--- config.mk ---
export PLATFORM = sky130hd
export DESIGN_NAME = stoplight_monitor_flat
export DESIGN_NICKNAME = d
export VERILOG_FILES = /design/src/rtl/stoplight_monitor_pkg.sv /design/src/rtl/stoplight_monitor_if.sv /design/src/rtl/stoplight_monitor_light_tracker.sv /design/src/rtl/stoplight_monitor.sv /design/src/flat_wrapper.sv
export SDC_FILE = /design/constraint.sdc
export NUM_CORES = 1
export LEC_CHECK = 0
export CELL_PAD_IN_SITES_DETAIL_PLACEMENT = 1
export CELL_PAD_IN_SITES_GLOBAL_PLACEMENT = 1
export CORE_MARGIN = 1.5
export CORE_UTILIZATION = 43
export DETAILED_ROUTE_END_ITERATION = 8
export GPL_TIMING_DRIVEN = 0
export PLACE_DENSITY_LB_ADDON = 0.1
export SLEW_MARGIN = 20
export SYNTH_ARGS = -nofsm -noshare
export SYNTH_HDL_FRONTEND = slang
export SYNTH_SLANG_ARGS = --single-unit
--- constraint.sdc ---
create_clock -name clk -period 4 [get_ports clk]
set_clock_uncertainty 0.15 [all_clocks]
set_input_delay 0.8 -clock clk [delete_from_list [all_inputs] [get_ports clk]]
set_output_delay 0.8 -clock clk [all_outputs]
set_load 0.03 [all_outputs]
--- src/rtl/stoplight_monitor_pkg.sv ---
// Shared stoplight definitions: light codes, tracker FSM states and small decode helpers.
// Used by both the stoplight controller and the stoplight monitor.
package stoplight_monitor_pkg;

  localparam logic [2:0] LIGHT_GRN = 3'b100;
  localparam logic [2:0] LIGHT_YLW = 3'b010;
  localparam logic [2:0] LIGHT_RED = 3'b001;

  typedef enum logic [1:0] {
    S_GRN = 2'd0,
    S_YLW = 2'd1,
    S_RED = 2'd2
  } light_state_e;

  typedef struct packed {
    logic onehot;
    logic seq;
    logic yellow;
  } tracker_err_t;

  function automatic logic is_legal_light(input logic [2:0] code);
    return (code == LIGHT_GRN) || (code == LIGHT_YLW) || (code == LIGHT_RED);
  endfunction

  // A light that is letting traffic move (GRN or YLW).
  function automatic logic is_go_light(input logic [2:0] code);
    return (code == LIGHT_GRN) || (code == LIGHT_YLW);
  endfunction

  function automatic light_state_e light_to_state(input logic [2:0] code);
    light_state_e s;
    s = S_RED;
    if (code == LIGHT_GRN) s = S_GRN;
    else if (code == LIGHT_YLW) s = S_YLW;
    return s;
  endfunction

endpackage

--- src/rtl/stoplight_monitor_if.sv ---
// Observation bus of the stoplight monitor: the two lights and car sensor in,
// the error flags and error counter out.
interface stoplight_monitor_if #(
  parameter int CNT_W = 8
);
  logic [2:0]       light_pros;
  logic [2:0]       light_wash;
  logic             car_present;
  logic             err_onehot;
  logic             err_conflict;
  logic             err_sequence;
  logic             err_yellow;
  logic             err_spurious;
  logic             err_any;
  logic [CNT_W-1:0] err_count;

  modport master (
    output light_pros, light_wash, car_present,
    input  err_onehot, err_conflict, err_sequence, err_yellow, err_spurious,
    input  err_any, err_count
  );

  modport slave (
    input  light_pros, light_wash, car_present,
    output err_onehot, err_conflict, err_sequence, err_yellow, err_spurious,
    output err_any, err_count
  );
endinterface

--- src/rtl/stoplight_monitor_light_tracker.sv ---
// Per-light tracker: follows one light through GRN/YLW/RED and reports one-hot,
// transition and yellow-dwell violations for the current sample (unregistered).
module light_tracker
  import stoplight_monitor_pkg::*;
#(
  parameter int YLW_CYCLES = 1
) (
  input  logic         clk,
  input  logic         rst,
  input  logic [2:0]   light,
  input  logic         first_sample,
  output tracker_err_t err,
  output logic         grn_to_ylw
);

  localparam int DW = $clog2(YLW_CYCLES + 2);
  localparam logic [DW-1:0] DWELL_ONE = 1;
  localparam logic [DW-1:0] DWELL_TGT = YLW_CYCLES[DW-1:0];
  localparam logic [DW-1:0] DWELL_MAX = DW'(YLW_CYCLES + 1);

  light_state_e  state_q, state_d;
  light_state_e  cur;
  logic [DW-1:0] dwell_q, dwell_d;
  logic          skip_q, skip_d;
  logic          legal;
  logic          check_en;

  always_comb begin
    legal      = is_legal_light(light);
    cur        = light_to_state(light);
    check_en   = legal && !skip_q && !first_sample;
    state_d    = state_q;
    dwell_d    = '0;
    skip_d     = !legal;
    err        = '0;
    grn_to_ylw = 1'b0;

    err.onehot = !legal;
    // An illegal code leaves the tracked state alone; the sample after it is not checked.
    if (legal) begin
      state_d = cur;
      if (cur == S_YLW) begin
        if (state_q != S_YLW)       dwell_d = DWELL_ONE;
        else if (dwell_q == DWELL_MAX) dwell_d = dwell_q;
        else                         dwell_d = dwell_q + 1'b1;
      end
    end

    if (check_en) begin
      err.seq    = ((state_q == S_GRN) && (cur == S_RED)) ||
                   ((state_q == S_YLW) && (cur == S_GRN)) ||
                   ((state_q == S_RED) && (cur == S_YLW));
      // Early exit, or the one sample where the dwell first exceeds the target.
      err.yellow = ((state_q == S_YLW) && (cur != S_YLW) && (dwell_q < DWELL_TGT)) ||
                   ((state_q == S_YLW) && (cur == S_YLW) && (dwell_q == DWELL_TGT));
      grn_to_ylw = (state_q == S_GRN) && (cur == S_YLW);
    end
  end

  always_ff @(posedge clk or negedge rst) begin
    if (!rst) begin
      state_q <= S_RED;
      dwell_q <= '0;
      skip_q  <= 1'b0;
    end else begin
      state_q <= state_d;
      dwell_q <= dwell_d;
      skip_q  <= skip_d;
    end
  end

endmodule

--- src/rtl/stoplight_monitor.sv ---
// Stoplight monitor top: two light trackers plus conflict, spurious-change and
// error-counting logic; every output is a flop.
module stoplight_monitor
  import stoplight_monitor_pkg::*;
#(
  parameter int YLW_CYCLES = 1,
  parameter int CNT_W      = 8
) (
  input logic                clk,
  input logic                rst,
  stoplight_monitor_if.slave bus
);

  localparam logic [CNT_W-1:0] CNT_MAX = '1;
  // Lights whose GRN->YLW change must be requested by the car sensor (index 1 = Washington).
  localparam logic [1:0] CAR_GATED = 2'b10;

  logic [2:0]   light_in [2];
  tracker_err_t trk_err  [2];
  logic [1:0]   g2y;
  logic         first_sample;
  logic         any_now;

  logic             valid_q, valid_d;
  logic             car_q, car_d;
  logic             err_onehot_q, err_onehot_d;
  logic             err_conflict_q, err_conflict_d;
  logic             err_sequence_q, err_sequence_d;
  logic             err_yellow_q, err_yellow_d;
  logic             err_spurious_q, err_spurious_d;
  logic             err_any_q, err_any_d;
  logic [CNT_W-1:0] err_count_q, err_count_d;

  assign light_in[0]  = bus.light_pros;
  assign light_in[1]  = bus.light_wash;
  assign first_sample = !valid_q;

  for (genvar gi = 0; gi < 2; gi++) begin : g_trk
    light_tracker #(
      .YLW_CYCLES(YLW_CYCLES)
    ) u_trk (
      .clk         (clk),
      .rst         (rst),
      .light       (light_in[gi]),
      .first_sample(first_sample),
      .err         (trk_err[gi]),
      .grn_to_ylw  (g2y[gi])
    );
  end

  always_comb begin
    valid_d        = 1'b1;
    car_d          = bus.car_present;
    err_onehot_d   = trk_err[0].onehot | trk_err[1].onehot;
    err_sequence_d = trk_err[0].seq    | trk_err[1].seq;
    err_yellow_d   = trk_err[0].yellow | trk_err[1].yellow;
    err_conflict_d = is_go_light(bus.light_pros) && is_go_light(bus.light_wash);
    err_spurious_d = valid_q && !car_q && (|(g2y & CAR_GATED));
    any_now        = err_onehot_d | err_sequence_d | err_yellow_d |
                     err_conflict_d | err_spurious_d;
    err_any_d      = err_any_q | any_now;
    err_count_d    = err_count_q;
    if (any_now && (err_count_q != CNT_MAX)) err_count_d = err_count_q + 1'b1;
  end

  always_ff @(posedge clk or negedge rst) begin
    if (!rst) begin
      valid_q        <= 1'b0;
      car_q          <= 1'b0;
      err_onehot_q   <= 1'b0;
      err_conflict_q <= 1'b0;
      err_sequence_q <= 1'b0;
      err_yellow_q   <= 1'b0;
      err_spurious_q <= 1'b0;
      err_any_q      <= 1'b0;
      err_count_q    <= '0;
    end else begin
      valid_q        <= valid_d;
      car_q          <= car_d;
      err_onehot_q   <= err_onehot_d;
      err_conflict_q <= err_conflict_d;
      err_sequence_q <= err_sequence_d;
      err_yellow_q   <= err_yellow_d;
      err_spurious_q <= err_spurious_d;
      err_any_q      <= err_any_d;
      err_count_q    <= err_count_d;
    end
  end

  assign bus.err_onehot   = err_onehot_q;
  assign bus.err_conflict = err_conflict_q;
  assign bus.err_sequence = err_sequence_q;
  assign bus.err_yellow   = err_yellow_q;
  assign bus.err_spurious = err_spurious_q;
  assign bus.err_any      = err_any_q;
  assign bus.err_count    = err_count_q;

endmodule

--- src/flat_wrapper.sv ---
// flat-port wrapper written by rule: the top's interface ports become plain ports
module stoplight_monitor_flat import stoplight_monitor_pkg::*;
#(
  parameter int YLW_CYCLES = 1,
  parameter int CNT_W      = 8
)
  (clk, rst, bus_light_pros, bus_light_wash, bus_car_present, bus_err_onehot, bus_err_conflict, bus_err_sequence, bus_err_yellow, bus_err_spurious, bus_err_any, bus_err_count);
  stoplight_monitor_if #(.CNT_W(CNT_W)) bus_i ();
  input logic clk;
  input logic rst;
  input wire logic [$bits(bus_i.light_pros)-1:0] bus_light_pros;
  input wire logic [$bits(bus_i.light_wash)-1:0] bus_light_wash;
  input wire logic [$bits(bus_i.car_present)-1:0] bus_car_present;
  output wire logic [$bits(bus_i.err_onehot)-1:0] bus_err_onehot;
  output wire logic [$bits(bus_i.err_conflict)-1:0] bus_err_conflict;
  output wire logic [$bits(bus_i.err_sequence)-1:0] bus_err_sequence;
  output wire logic [$bits(bus_i.err_yellow)-1:0] bus_err_yellow;
  output wire logic [$bits(bus_i.err_spurious)-1:0] bus_err_spurious;
  output wire logic [$bits(bus_i.err_any)-1:0] bus_err_any;
  output wire logic [$bits(bus_i.err_count)-1:0] bus_err_count;
  assign bus_i.light_pros = bus_light_pros;
  assign bus_i.light_wash = bus_light_wash;
  assign bus_i.car_present = bus_car_present;
  assign bus_err_onehot = bus_i.err_onehot;
  assign bus_err_conflict = bus_i.err_conflict;
  assign bus_err_sequence = bus_i.err_sequence;
  assign bus_err_yellow = bus_i.err_yellow;
  assign bus_err_spurious = bus_i.err_spurious;
  assign bus_err_any = bus_i.err_any;
  assign bus_err_count = bus_i.err_count;
  stoplight_monitor #(.YLW_CYCLES(YLW_CYCLES), .CNT_W(CNT_W)) u_core (.clk(clk), .rst(rst), .bus(bus_i));
endmodule
Yosys cells after proc, flatten, opt, wreduce, memory -nomap -nowiden:

Cells that the tools add are included.

* word-level logic and storage cells: 110
* flip-flop bits (word level): 26
* output and inout bits: 14
* input bits: 9

* add/subtract/negate cells: 3
* bitwise gates (word level): 8
* equal/unequal tests: 25
* mux-type cells: 15
* $lt $le $gt $ge: 2
* reduce and logical (&&, ||, !) cells: 42

Operator list (count)
* 2-bit 2-to-1 mux: 14
* 1-bit logical AND: 23
* 2-bit by 1-bit equality test with 1-bit output, second input constant: 6
* 2-bit equality test, second input constant: 6
* 1-bit logical OR: 10
* 8-bit by 1-bit adder with 8-bit output, second input constant: 1
* 2-bit logical NOT: 4
* 2-bit by 1-bit != test with 1-bit output, second input constant: 4
* 4-bit != test, second input constant: 2
* 8-bit != test, second input constant: 1
* 1-bit OR: 8
* 3-bit by 1-bit equality test with 1-bit output, second input constant: 2
* 3-bit by 2-bit equality test with 1-bit output, second input constant: 2
* 3-bit equality test, second input constant: 2
* 1-bit logical NOT: 5
* 2-bit by 1-bit adder with 2-bit output, second input constant: 2
* 2-bit by 1-bit less-than comparator with 1-bit output, second input constant: 2
* 1-bit 2-to-1 mux: 1

Depth between registers and ports, before layout:

* depth after elaboration: 14
* depth in mapped cells: 8
* mapped depth without buffers: 8

Cells and area by module:

From an unflattened synthesis, not the netlist that was laid out.

* cells, all modules: 126
* area total of the unflattened synthesis: 1381.3 um^2

By module, submodules not included
* light_tracker: times used 2, seq. area each 126.4 um^2, area each 356.6 um^2, cells each 37
* stoplight_monitor: times used 1, seq. area each 400.4 um^2, area each 668.1 um^2, cells each 52

Worst setup path after synthesis:

OpenSTA, ideal clock, no wires.

* kind: input to register
* start point: input bus_light_pros[0]
* end point: register u_core.err_count_q[1] (netlist: u_core.bus.err_count[1])
* arrival time: 2372 ps
* library setup time: 125 ps
* required time: 3725 ps
* cell stages on the path: 7
* buffers on the path: 1
* slack: 1353 ps
* cell sequence: buf_2 -> or3b_4 -> mux2i_1 -> nor2_1 -> a31oi_2 -> a41oi_4 -> mux2_4

* word-level cells in the longest chain between the ends: 14

Ends and longest elaborated chain
* start, declared: RTL line flat_wrapper.sv:11 `input wire logic [$bits(bus_i.light_pros)-1:0] bus_light_pros;`
* 3-bit by 2-bit equality test with 1-bit output: RTL line stoplight_monitor_pkg.sv:22, stoplight_monitor_pkg.sv:27, stoplight_monitor_pkg.sv:34
* 2-bit 2-to-1 mux: RTL line stoplight_monitor_pkg.sv:34 `else if (code == LIGHT_YLW) s = S_YLW;`
* 2-bit 2-to-1 mux: RTL line stoplight_monitor_pkg.sv:33 `if (code == LIGHT_GRN) s = S_GRN;`
* 2-bit equality test or 2-bit logical NOT (tied branches): RTL line stoplight_monitor_light_tracker.sv:50, stoplight_monitor_light_tracker.sv:51
* 1-bit logical AND, on equally long branches: RTL line stoplight_monitor_light_tracker.sv:50, stoplight_monitor_light_tracker.sv:51
* 1-bit logical OR: RTL line stoplight_monitor_light_tracker.sv:50 `err.seq = ((state_q == S_GRN) && (cur == S_RED)) ||`
* 1-bit logical OR: RTL line stoplight_monitor_light_tracker.sv:51 `((state_q == S_YLW) && (cur == S_GRN)) ||`
* 2-bit 2-to-1 mux: RTL line stoplight_monitor_light_tracker.sv:49 `if (check_en) begin`
* 1-bit OR: RTL line stoplight_monitor.sv:55 `err_sequence_d = trk_err[0].seq | trk_err[1].seq;`
* 1-bit OR (2 in series): RTL line stoplight_monitor.sv:59 `any_now = err_onehot_d | err_sequence_d | err_yellow_d |`
* 1-bit OR *: RTL line stoplight_monitor.sv:59
* 1-bit OR *: RTL line stoplight_monitor.sv:60 `err_conflict_d | err_spurious_d;`
* 1-bit logical AND *: RTL line stoplight_monitor.sv:63 `if (any_now && (err_count_q != CNT_MAX)) err_count_d = err_count_q + 1'b1;`
* end signal, assigned: RTL line stoplight_monitor.sv:86 `err_count_q <= err_count_d;`
* end, declared: RTL line stoplight_monitor.sv:32 `logic [CNT_W-1:0] err_count_q, err_count_d;`

Every way passes the cells marked *; elsewhere a longest branch is shown, timed or not.
A chain may end at the register's enable or synchronous reset.

Worst setup path in the final report:

* start point: input bus_light_wash[1]
* end point: register u_core.err_count_q[1] (netlist: u_core.bus.err_count[1])

RTL lines
* start, declared: RTL line flat_wrapper.sv:12 `input wire logic [$bits(bus_i.light_wash)-1:0] bus_light_wash;`
* 3-bit equality test or 3-bit by 2-bit equality test with 1-bit output (tied branches): RTL line stoplight_monitor_pkg.sv:22 `return (code == LIGHT_GRN) || (code == LIGHT_YLW) || (code == LIGHT_RED);`
* 1-bit logical OR: RTL line stoplight_monitor_pkg.sv:22
* 1-bit logical OR *: RTL line stoplight_monitor_pkg.sv:22
* 1-bit logical NOT *
* via u_core.g_trk[1].u_trk.skip_d: RTL line stoplight_monitor_light_tracker.sv:24 `logic skip_q, skip_d;`
* 1-bit OR *: RTL line stoplight_monitor.sv:54 `err_onehot_d = trk_err[0].onehot | trk_err[1].onehot;`
* 1-bit OR * (3 in series): RTL line stoplight_monitor.sv:59
* 1-bit OR *: RTL line stoplight_monitor.sv:60
* 1-bit logical AND *: RTL line stoplight_monitor.sv:63

The timed path passes the listed nets; every way through them passes the cells marked *.

==> results_tabular.tex <==
\begin{tabular}{lr}
\hline
Metric & Value \\
\hline
\multicolumn{2}{l}{\textbf{Detailed routing}} \\
Starting DRC count in detailed routing & 33 \\
Initial DRT Pass Iterations & 3 \\
Length of routed met2 wiring & $\sim$1.6 mm \\
Number of remaining DRC errors & 0 \\
Routed metal-1 wire length & between 1 and 1.5 mm \\
Met3 routed wirelength & roughly 80 um \\
Mean routed wirelength per cell & between 10 and 15 um \\
Count of vias placed by the detailed router & 1,057 \\
Residual antenna-violating net count after detailed routing & 0 \\
Detailed-route wire length & between 2 and 3 mm \\
Highest Signal Layer & met4 \\
Mean number of vias per cell & approximately 5.3 \\
\multicolumn{2}{l}{\textbf{Clock network}} \\
H-tree lvl count & 1 \\
Root buffer cell & clkbuf\_4 \\
Cts hold-fix bufs & 0 \\
Post-CTS sizing & 0 \\
Clock latency on the worst-skew pair & 320 ps \\
Clock tree buffer depth & 2 \\
Inserted Clock Buffers & 3 \\
CTS tree & yes \\
Register clock-pin slew on the reported worst setup and hold paths & about 150 ps \\
Setup Buffers After CTS & 0 \\
Number of sinks handled by clock tree synthesis & 26 \\
\multicolumn{2}{l}{\textbf{Die}} \\
DIE AREA & $\sim$3700 um\^{}2 \\
Die X-Extent & approximately 61 um \\
Number of placement rows & 20 \\
Chip Height & 60.85 um \\
Top-level port count & 23 \\
Starting density of the core & between 40\% and 50\% \\
Placeable Area & $\sim$3100 um\^{}2 \\
\multicolumn{2}{l}{\textbf{STA}} \\
RSZ-0062 raised after global routing & no \\
Crit path time final & 3028 ps \\
Worst hold slack across all endpoints & around 300 ps \\
Headroom to the max-slew limit & between 60 and 70\% \\
Number of pins exceeding their max-slew limit in the final report & 0 \\
Fmax & 330.3 MHz \\
Final Hold Fails & 0 \\
Sum Neg Setup Slack & 0 ps \\
Period utilisation layout & roughly 76\% \\
Worst slew pin tran & 574.8 ps \\
Final count of negative-setup-slack endpoints & 0 \\
\multicolumn{2}{l}{\textbf{Logic synthesis}} \\
Number of unique standard cell types used by synthesis & 44 \\
Post-synth top area share & a little over two fifths \\
Post-synthesis sequential area ratio & a little under half \\
Mean post-synth cell area & 10.82 um\^{}2 \\
Number of warnings reported in the yosys synthesis log & 0 \\
Post-synthesis cell count & 133 \\
Largest area contributor in the synthesized netlist & dfrtp\_1 \\
Synthesis-stage register bit count & 26 \\
Post-synthesis cell area & 1439 um\^{}2 \\
Syn\_nets & between 100 and 150 \\
Largest cells by area after synthesis & dfrtp\_1, ha\_1, dfstp\_2 \\
\multicolumn{2}{l}{\textbf{Power}} \\
Static Leakage & approximately 0.75 nW \\
Total power divided by cell area & 500.6 nW/um\^{}2 \\
Worst-case vdd ir drop & between 0.0002 and 0.0003 V \\
\multicolumn{2}{l}{\textbf{Final layout}} \\
Diodes inserted & 0 \\
Final cell count without fillers & 200 \\
Commonest non-fill, non-tap cell in the layout & dfrtp\_1 \\
Layout overhead on the synthesized area & 20.35\% \\
Fin nets & approximately 170 \\
Proportion of layout cells with a drive suffix above 1 & approximately 15\% \\
Total non-filler cell area in the finished layout & about 1700 um\^{}2 \\
Fillcell total & $\sim$360 \\
Commonest non-fill, non-tap cells in the layout & dfrtp\_1, clkdlybuf4s50\_1, inv\_1 \\
Final core utilization & 55.36\% \\
\multicolumn{2}{l}{\textbf{Hold path}} \\
Class of the worst hold path & in2async \\
\multicolumn{2}{l}{\textbf{Placed design}} \\
Detailed Place HPWL & between 2 and 2.5 mm \\
Final GP Congestion & about 0.76 \\
Area after DPL & $\sim$1700 um\^{}2 \\
Placed cell count & 196 \\
Port Buffer Count & 19 \\
\multicolumn{2}{l}{\textbf{Global route}} \\
First-pass GRT wire length & $\sim$4.8 mm \\
GRT Overall Usage & between 15 and 20\% \\
Number of global-route vias before repair & 1,089 \\
Number of antenna violations at the first check in global routing & 0 \\
Final global-route overflow total & 0 \\
Maximum number of pins on one net before global-route repair & 27 \\
\multicolumn{2}{l}{\textbf{Setup path}} \\
Critical setup path kind & in2reg \\
Crit. End Element & register \\
Critical path arrival & roughly 3100 ps \\
Maximum fanout count along the critical path & 10 \\
Nature of the critical path startpoint & primary input \\
Critical path required time & 4070 ps \\
Startpoint of the worst-slack reg-to-reg timing path & u\_core.g\_trk[0].u\_trk.state\_q[1]\$\_DFFE\_PN1N\_ \\
Launch point of the critical path & bus\_light\_wash[1] \\
\multicolumn{2}{l}{\textbf{Status}} \\
Outcome & completed \\
\multicolumn{2}{l}{\textbf{Flow run}} \\
Max-cap viol count & 0 \\
\hline
\end{tabular}
## cell families after synthesis
family / Yosys count / share of synthesized area [%]
xor gates and xnor gates: 10 / 6.087
buffers and inverters: 17 / 6.000
AOI/OAI and AO/OA: 27 / 13.65
other: 1 / 0.2606
adders and majority gates: 7 / 6.087
and+or+nand+nor: 40 / 18.70
muxes: 5 / 3.826
DFF: 26 / 45.39
## critical path: stages
cell and delay (ps):
clkdlybuf4s50_1 450, buf_4 190, o21ai_0 170, o21ai_1 170
nor4_1 470, a31oi_2 120, a41oi_4 380, mux2_4 330
## layout make-up
cell class | count | area [um^2] | share of cell area, %
Timing Repair Buffer | 19 | 185.2 | 10.69
Tap cell | 44 | 55.05 | 3.179
Inverter | 11 | 41.29 | 2.384
Clock buffer | 3 | 22.52 | 1.301
Sequential cell | 26 | 653.1 | 37.72
Clock inverter | 1 | 30.03 | 1.734
Multi-Input combinational cell | 90 | 699.4 | 40.39
Buffer | 6 | 45.04 | 2.601
## stage by stage
step / setup WS (ps) / total power [mW]
2_1_floorplan: 1353 / 0.5687
3_3_place_gp: 636.0 / 0.6828
3_5_place_dp: 633.7 / 0.6936
4_1_cts: 977.3 / 0.8793
5_1_grt: 831.4 / 0.9252
6_report: 972.1 / 0.8669
## cell usage after synthesis
cell and instances:
buf_6 2, nor4b_1 1, o32ai_1 1, or3_1 1
nor3b_2 1, nor3_1 3, a31oi_1 6, a21oi_2 1
mux2_4 1, mux2i_1 4, buf_4 1, nand3_1 2
and3b_1 1, a41oi_4 1, nor2_1 7, a221oi_1 1
or2_1 1, xor2_1 4, inv_1 11, buf_2 3
and3_1 5, or4b_1 1, nand4_1 1, o21ai_1 2
dfrtp_1 24, a21oi_1 5, a31oi_2 1, nand4_2 1
or3b_4 2, nor2b_1 2, nor4_1 1, xnor2_1 6
o211ai_1 2, nor4b_4 1, conb_1 1, and4_1 1
o21ai_0 5, nor2_2 1, nand2_1 4, ha_1 7
a32oi_1 2, or4_1 1, nand2b_1 2, dfstp_2 2
## path summary, 6_finish.rpt
| kind | to | slack (ps) | cells after the start |
|---|---|---|---|
| setup / recovery | u_core.bus.err_count[1]$_DFFE_PN0P_ | 970 | 8 |
| hold / removal | u_core.g_trk[0].u_trk.dwell_q[0]$_DFFE_PN0P_ | 300 | 1 |
| setup reg to reg | u_core.bus.err_count[1]$_DFFE_PN0P_ | 1650 | 6 |
| hold reg to reg | u_core.bus.err_any$_DFF_PN0_ | 330 | 1 |
| max in group asynchronous | u_core.g_trk[1].u_trk.state_q[1]$_DFFE_PN1N_ | 3010 | 1 |
| min in group clk | u_core.bus.err_any$_DFF_PN0_ | 330 | 1 |
## report_power, final
group	switching [mW]	total, mW	internal (mW)	leakage, nW
clock network	0.0794	0.181	0.101	0.0279
registers	0.0548	0.369	0.314	0.316
logic	0.172	0.318	0.145	0.402
total	0.307	0.867	0.560	0.746
## routing by layer
layer / vias up / global-route usage, %
met1: 524 / 21.57
li1: 516 / -
met5: - / 0
met4: 0 / 4.658
met2: 15 / 32.10
met3: 2 / 2.132
## state kept, by name, indices dropped and copies added, names as in the netlist, 2 cells and up
name,count
u_core.bus.err_count,8
u_core.g_trk.u_trk.state_q,4
u_core.g_trk.u_trk.skip_q,2
u_core.g_trk.u_trk.dwell_q,4
(Power assumes the default switching activity.)
